$ cat config.mk
export PLATFORM = sky130hd
export DESIGN_NAME = kpd_scan_ctrl
export DESIGN_NICKNAME = d
export VERILOG_FILES = /design/src/rtl/kpd_pkg.sv /design/src/rtl/kpd_decode.sv /design/src/rtl/kpd_scan_ctrl.sv
export SDC_FILE = /design/constraint.sdc
export NUM_CORES = 1
export LEC_CHECK = 0
export CAP_MARGIN = 20
export CORE_UTILIZATION = 24
export DETAILED_ROUTE_END_ITERATION = 7
export PLACE_DENSITY = 0.42
export SETUP_SLACK_MARGIN = 0.1
export SYNTH_ARGS = -nofsm -noshare
export SYNTH_HDL_FRONTEND = slang
export SYNTH_HIERARCHICAL = 1
export SYNTH_SLANG_ARGS = --single-unit
$ cat constraint.sdc
create_clock -name clk -period 1.9 [get_ports clk]
set_input_delay 0.38 -clock clk [delete_from_list [all_inputs] [get_ports clk]]
set_output_delay 0.38 -clock clk [all_outputs]
set_load 0.01 [all_outputs]
$ cat src/rtl/kpd_pkg.sv
// kpd_pkg: shared states, column strobes and key map for the keypad scanner
package kpd_pkg;
   typedef enum logic [2:0] {SCAN, DEBOUNCE, PRESS, WAIT_REL, REL_DB} state_t;
   localparam logic [3:0] COL_STROBE [4] = '{4'b0111, 4'b1011, 4'b1101, 4'b1110};
   localparam logic [3:0] KEY_STAR = 4'hE;
   localparam logic [3:0] KEY_HASH = 4'hF;
   // indexed [row][col], row 0 = top, col 0 = left
   localparam logic [3:0] KEY_MAP [4][4] = '{
      '{4'h1, 4'h2, 4'h3, 4'hA},
      '{4'h4, 4'h5, 4'h6, 4'hB},
      '{4'h7, 4'h8, 4'h9, 4'hC},
      '{KEY_STAR, 4'h0, KEY_HASH, 4'hD}
   };
endpackage

$ cat src/rtl/kpd_decode.sv
// kpd_decode: active-low row pattern plus column index -> key code, top row wins
module kpd_decode
   import kpd_pkg::*;
(
   input  logic [3:0] rows,
   input  logic [1:0] col,
   output logic [3:0] code
);
   logic [1:0] row;
   always_comb begin
      row  = !rows[3] ? 2'd0 : !rows[2] ? 2'd1 : !rows[1] ? 2'd2 : 2'd3;
      code = KEY_MAP[row][col];
   end
endmodule

$ cat src/rtl/kpd_scan_ctrl.sv
// kpd_scan_ctrl: 4x4 keypad column scanner with press/release debounce
// and a valid/ready key output that flags keys dropped while one is pending.
module kpd_scan_ctrl
   import kpd_pkg::*;
#(
   parameter int DEBOUNCE_CYCLES = 20000,
   parameter int SCAN_DIV        = 1
) (
   input  logic       clk,
   input  logic       reset_n,
   input  logic [3:0] kpr,
   output logic [3:0] kpc,
   output logic [3:0] key_code,
   output logic       key_valid,
   input  logic       key_ready,
   output logic       key_down,
   output logic       overrun
);
   localparam int CW = $clog2(DEBOUNCE_CYCLES + 1);
   localparam int DW = SCAN_DIV > 1 ? $clog2(SCAN_DIV) : 1;
   localparam logic [CW-1:0] CNT_LAST = CW'(DEBOUNCE_CYCLES - 1);
   localparam logic [DW-1:0] DIV_LAST = DW'(SCAN_DIV - 1);
   state_t        state;
   logic [3:0]    s1, rs, ref_rows, code;
   logic [1:0]    col;
   logic [CW-1:0] cnt;
   logic [DW-1:0] div;
   logic          accept;
   kpd_decode u_decode (.rows(ref_rows), .col(col), .code(code));
   assign accept = key_valid && key_ready;
   assign kpc    = COL_STROBE[col];
   // cnt stops at CNT_LAST because reaching it always leaves the counting state
   always_ff @(posedge clk or negedge reset_n) begin
      if (!reset_n) begin
         s1        <= 4'hF;
         rs        <= 4'hF;
         ref_rows  <= 4'hF;
         state     <= SCAN;
         col       <= '0;
         cnt       <= '0;
         div       <= '0;
         key_code  <= '0;
         key_valid <= 1'b0;
         key_down  <= 1'b0;
         overrun   <= 1'b0;
      end else begin
         s1      <= kpr;
         rs      <= s1;
         overrun <= 1'b0;
         if (accept) key_valid <= 1'b0;
         case (state)
            SCAN:
               if (rs != 4'hF) begin
                  ref_rows <= rs;
                  cnt      <= '0;
                  state    <= DEBOUNCE;
               end else if (div == DIV_LAST) begin
                  div <= '0;
                  col <= col + 2'd1;
               end else div <= div + 1'b1;
            DEBOUNCE:
               if (rs != ref_rows) begin
                  div   <= '0;
                  state <= SCAN;
               end else if (cnt == CNT_LAST) state <= PRESS;
               else cnt <= cnt + 1'b1;
            PRESS: begin
               key_down <= 1'b1;
               state    <= WAIT_REL;
               if (!key_valid || accept) begin
                  key_code  <= code;
                  key_valid <= 1'b1;
               end else overrun <= 1'b1;
            end
            WAIT_REL:
               if (rs == 4'hF) begin
                  cnt   <= '0;
                  state <= REL_DB;
               end
            REL_DB:
               if (rs != 4'hF) state <= WAIT_REL;
               else if (cnt == CNT_LAST) begin
                  key_down <= 1'b0;
                  col      <= col + 2'd1;
                  div      <= '0;
                  state    <= SCAN;
               end else cnt <= cnt + 1'b1;
            default: state <= SCAN;
         endcase
      end
   end
endmodule
Word-level counts from Yosys, hierarchy flattened
Index checks and enable logic that the tools add are counted.
- add/subtract/negate cells: 3
- $lt $le $gt $ge: 2
- equality and inequality tests: 18
- mux-type cells: 42
- bitwise logic cells: 2
- reduce and logical (&&, ||, !) cells: 15
- operator list (cell ; count):
    $mux W15 ; 5
    $pmux W15 S4 ; 1
    $bmux W16 S2 ; 1
    $mux W16 ; 2
    $mux W3 ; 6
    $bmux W4 S2 ; 2
    $mux W4 ; 4
    $ne A2 B2 Y1 const B ; 8
    $add A15 B1 Y15 const B ; 1
    $eq A15 B15 Y1 const B ; 1
    $pmux W3 S5 ; 1
    $reduce_and A5 Y1 ; 3
    $mux W2 ; 6
    $mux W1 ; 11
    $eq A3 B2 Y1 const B ; 2
    $ge A3 B3 Y1 const B ; 2
    $ne A3 B3 Y1 const B ; 2
    $not A2 Y3 ; 2
    $eq A4 B4 Y1 const B ; 1
    $ne A4 B4 Y1 ; 1
    $ne A4 B4 Y1 const B ; 1
    $pmux W2 S2 ; 1
    $reduce_and A2 Y1 ; 2
    $reduce_and A4 Y1 ; 1
    14 further kinds ; 15
- bits in registers: 40
- input port bits: 7
- output and inout port bits: 11
- word-level logic and storage cells: 93

Logic depth before layout (Yosys ltp)
- depth in word-level cells: 10
- depth in mapped cells: 8
- gate-level depth less buffers: 6

Modules after synthesis
Netlist, hierarchy kept.
- by module, submodules not included (module ; times used ; cells each ; area an instance (um^2) ; seq. area each (um^2)):
    kpd_scan_ctrl ; 1 ; 180 ; 1961.9 ; 991.0
    kpd_decode ; 1 ; 20 ; 115.1 ; 0.0

Least setup slack after synthesis
OpenSTA, ideal clock, no wires.
- kind: reg-to-reg
- start point: register cnt[0]
- end point: register cnt[13]
- setup time: 0.126 ns
- data arrival time: 1.776 ns
- data required time: 1.774 ns
- path slack: -0.002 ns
- stages on the path, launching flop included: 9
- buffers on the path: 2
- period minus slack after synthesis: 1.902 ns
- path through: dfrtp_1 ha_1 and4_1 buf_2 nand4_1 nand2_2 nor2_4 buf_6 a221o_1
- longest elaborated chain between the ends: 4
- elaborated cells between the ends (all ways): 6
- those cells by class: 1 x add/sub; 1 x eq/ne; 4 x mux
- ends and longest elaborated chain (element ; line ; text):
    start: declaration ; kpd_scan_ctrl.sv:26 ; logic [CW-1:0] cnt;
    start signal: assignment ; kpd_scan_ctrl.sv:66 ; else cnt <= cnt + 1'b1;
    start signal: assignment ; kpd_scan_ctrl.sv:87 ; end else cnt <= cnt + 1'b1;
    $add A15 B1 Y15 or $eq A15 B15 Y1 (tied branches) ; n/a ;
    $mux W15 (*) ; kpd_scan_ctrl.sv:65, kpd_scan_ctrl.sv:82 ;
    $mux W15 (on tied branches) ; kpd_scan_ctrl.sv:81, kpd_scan_ctrl.sv:62 ;
    $pmux W15 S4 (*) ; kpd_scan_ctrl.sv:51 ; case (state)
Every way passes the cells marked *; elsewhere a longest branch is shown, timed or not. The select of a mux whose other input is x is not followed.
A chain may end at the register's enable or synchronous reset.

Worst setup path in the final report
- start point: register rs[2]
- end point: register cnt[5]
- longest elaborated chain between the ends: 3
- elaborated cells between the ends (all ways): 8
- those cells by class: 7 x eq/ne; 1 x reduce/logical
- ends and longest elaborated chain (element ; line ; text):
    start: declaration ; kpd_scan_ctrl.sv:24 ; logic [3:0] s1, rs, ref_rows, code;
    start signal: assignment ; kpd_scan_ctrl.sv:36 ; rs <= 4'hF;
    start signal: assignment ; kpd_scan_ctrl.sv:48 ; rs <= s1;
    $ne A4 B4 Y1 (tied with other cells) ; kpd_scan_ctrl.sv:62 ; if (rs != ref_rows) begin
    $ne A2 B2 Y1 (no line) ; n/a ;
    $reduce_and A5 Y1 (no line) (*) ; n/a ;
Every way passes the cells marked *; elsewhere a longest branch is shown, timed or not.

==> run_results.csv <==
group,metric,value,unit
route,drcViolationCount,0,
synth,synth_top_area_share,32.5,%
synth,async_reset_ff_share,100,%
power,clockPowerShare,23.1,%
synth,netlist_area,2080,µm²
synth,yosys-top-cells-area,"dfrtp_1, dfstp_2, nand2_1",
global_route,grt_pass1_wl,8200,µm
layout,n_antenna_cell,0,
global_route,grt_pass1_vias,1704,
placed_design,dp_slack,-18.8,ps
clock_tree,htreeDepth,2,
layout,stdcell_count,366,
power,switching_share,34.0,%
route,wl_per_cell,13.3,µm
clock_tree,cts_tree,"yes",
synth,avgSynthCellArea,10.4,µm²
placed_design,hpwl,3380,µm
synth,yosysTopAreaCell,"dfrtp_1",
clock_tree,numCtsBuffers,5,
route,vias_per_cell,4.69,
synth,yosys.area_share.simple,21.0,%
sta,worstMarginPinSlew,486,ps
synth,synth_edf_count,0,
global_route,grt_overflow_total,0,
synth,muxShareOfSynthArea,2.71,%
setup_path,crit_type,"flip-flop to flip-flop",
sta,fin_tns_setup,0,ps
sta,holdWs,27.2,ps
route,vias,1717,
synth,synth.most_common_cell,"dfrtp_1",
layout,area_growth_syn_to_layout,36.9,%
route,drt_iter0_drc,44,
die,die_x,95.0,µm
synth,ys.flop_type,"dfrtp_1",
setup_path,start_kind,"flip-flop",
die,die_area,9030,µm²
placed_design,place_area,2610,µm²
outcome,status,"finished, final reports clean",
die,num_rows,33,
sta,fin_ws,6.63,ps
synth,ys.warnings.count,6,
power,peakVddDrop,314,µV
power,p_per_area,1010,nW/µm²
die,core,8300,µm²
placed_design,port_buffers,17,
global_route,grt_max_degree,23,
global_route,grt_antenna_before_repair,0,
setup_path,worstPathArrival,2080,ps
synth,ys_ff_latch,39,
power,power_frac_seq,36.2,%
clock_tree,cts_hold_buf,0,
sta,fmax,0.528,GHz
power,leakagePower,1.28,nW
flow_run,cap_violations,0,
sta,setup_viol,0,
clock_tree,cts_root_buffer,"clkbuf_8",
power,p_switching,0.000974,W
setup_path,path_max_fanout,8,
setup_path,worstPathRequired,2090,ps
synth,synth_nets,212,
layout,fin_area,2840,µm²
power,internal-power,0.00189,W
synth,synthAdderAreaFrac,3.01,%
power,comb_power_share,40.7,%
global_route,grt_usage,12.0,%
synth,synth_commonest_cells,"dfrtp_1, nand2_1, nor2_1",
sta,rsz0062_at_grt,"true",
sta,slew_headroom,67.6,%
synth,synth_compound_area_share,16.7,%
placed_design,gp_congestion,0.759,
synth,synthXorXnorAreaFrac,4.22,%
layout,fill_cells,848,
clock_tree,cts.path.max_buffers,2,
route,drtPass1Iterations,4,
placed_design,placed_cells,350,
clock_tree,clk-insertion-delay-late,300,ps
route,postRouteAntennaNets,0,
synth,synth_cell_types,43,
sta,fin_crit,1890,ps
setup_path,worstSetupEndpointType,"flip-flop",
clock_tree,cts_sinks,39,
die,num_io_pins,18,
die,initial_core_util,25.0,%
hold_path,hold_path_class,"primary input to async pin",
synth,synth_top_family_by_area,"simple AND/OR/NAND/NOR gates",
layout,drive_gt1_share,35.2,%
die,fp.dieH,95.0,µm
route,wl,4850,µm
synth,syn_inst,200,
sta,clock_skew,9.20,ps
synth,seq_area_frac_synth,47.7,%
sta,finalMaxSlewViolations,0,
layout,final_nets,272,
sta,hold_viol_final,0,
clock_tree,path_clk_slew,90,ps
sta,period_share,99.7,%
==> through the flow <==
| step | util [%] | total power [W] |
|---|---|---|
| 5_1_grt | 34.3 | 0.00309 |
| 4_1_cts | 33.5 | 0.00281 |
| 3_5_place_dp | 31.4 | 0.00209 |
| 2_1_floorplan | - | 0.00169 |
| 6_report | 34.3 | 0.00287 |
| 3_3_place_gp | 31.4 | 0.00208 |
==> critical path, cell delays in order (launching register included) <==
cell     delay [ps]
dfstp_2         580
xor2_2           70
nor3_2          240
and3_4          250
a31oi_4         120
buf_12          170
a221o_2         340
==> per-layer routing <==
metal  wire length (µm)  vias to the layer above  track usage [%]  part of all wire [%]
met5                  0                        -                0                     0
met4                 51                        0             3.54                   1.1
met3                161                        7             2.71                   3.3
met2               2480                       28             20.1                    51
met1               2170                      831             15.3                    45
li1                   -                      851                -                     -
==> state kept, by name, summed over array words and instances, names as in the netlist <==
| name | cells |
|---|---|
| cnt | 15 |
| key_code | 4 |
| ref_rows | 4 |
| rs | 4 |
| s1 | 4 |
| state | 3 |
| col | 2 |
| key_down | 1 |
| key_valid | 1 |
| overrun | 1 |
==> final cells by class <==
| cell class | instances | area, µm² | area share (%) |
|---|---|---|---|
| Clock buffer | 6 | 93.8 | 3.30 |
| Clock inverter | 2 | 13.8 | 0.484 |
| Inverter | 12 | 47.5 | 1.67 |
| Multi-Input combinational cell | 143 | 1050 | 36.8 |
| Sequential cell | 39 | 991 | 34.8 |
| Tap cell | 105 | 131 | 4.62 |
| Timing Repair Buffer | 59 | 519 | 18.3 |
==> power groups by stage <==
stage | Combinational (W) | Sequential [W] | Clock [W]
2_1_floorplan | 0.000611 | 0.00108 | 0
3_3_place_gp | 0.00103 | 0.00105 | 0
3_5_place_dp | 0.00103 | 0.00105 | 0
4_1_cts | 0.00109 | 0.00103 | 0.000687
5_1_grt | 0.00130 | 0.00106 | 0.000727
6_report | 0.00117 | 0.00104 | 0.000662
==> logic make-up after synthesis <==
| kind of cell | after synthesis |
|---|---|
| flops | 39 |
| xor+xnor | 10 |
| mux | 5 |
| buf+inv | 18 |
| fa+ha+maj | 5 |
| compound gates | 41 |
| simple gates | 82 |
==> final timing paths <==
check | start | endpoint | slack, ps | depth (start not counted)
setup / recovery | rs[2] | cnt[5] | 7 | 6
hold / removal | reset_n | key_code[1] | 30 | 1
setup reg to reg | rs[2] | cnt[5] | 7 | 6
hold reg to reg | s1[0] | rs[0] | 350 | 0
max in group asynchronous | reset_n | s1[0] | 1300 | 2
min in group clk | s1[0] | rs[0] | 350 | 0
==> cells in the final DEF, fill, tap and decap left out, types with 7 or more instances in the layout <==
cell type | synthesis | final
buf_4 | 0 | 39
dfrtp_1 | 27 | 27
nand2_1 | 20 | 20
nor2_1 | 16 | 16
clkdlybuf4s50_1 | 0 | 12
dfstp_2 | 12 | 12
inv_1 | 12 | 11
nor3_1 | 12 | 10
nand3_1 | 7 | 7
==> timing repair <==
item,4_1_cts,5_1_grt
pin swaps,3,17
endpoints found under the setup margin,19,21
setup buffers,6,1
gates resized for setup,10,8
cloned,0,1
(Power assumes the default switching activity.)
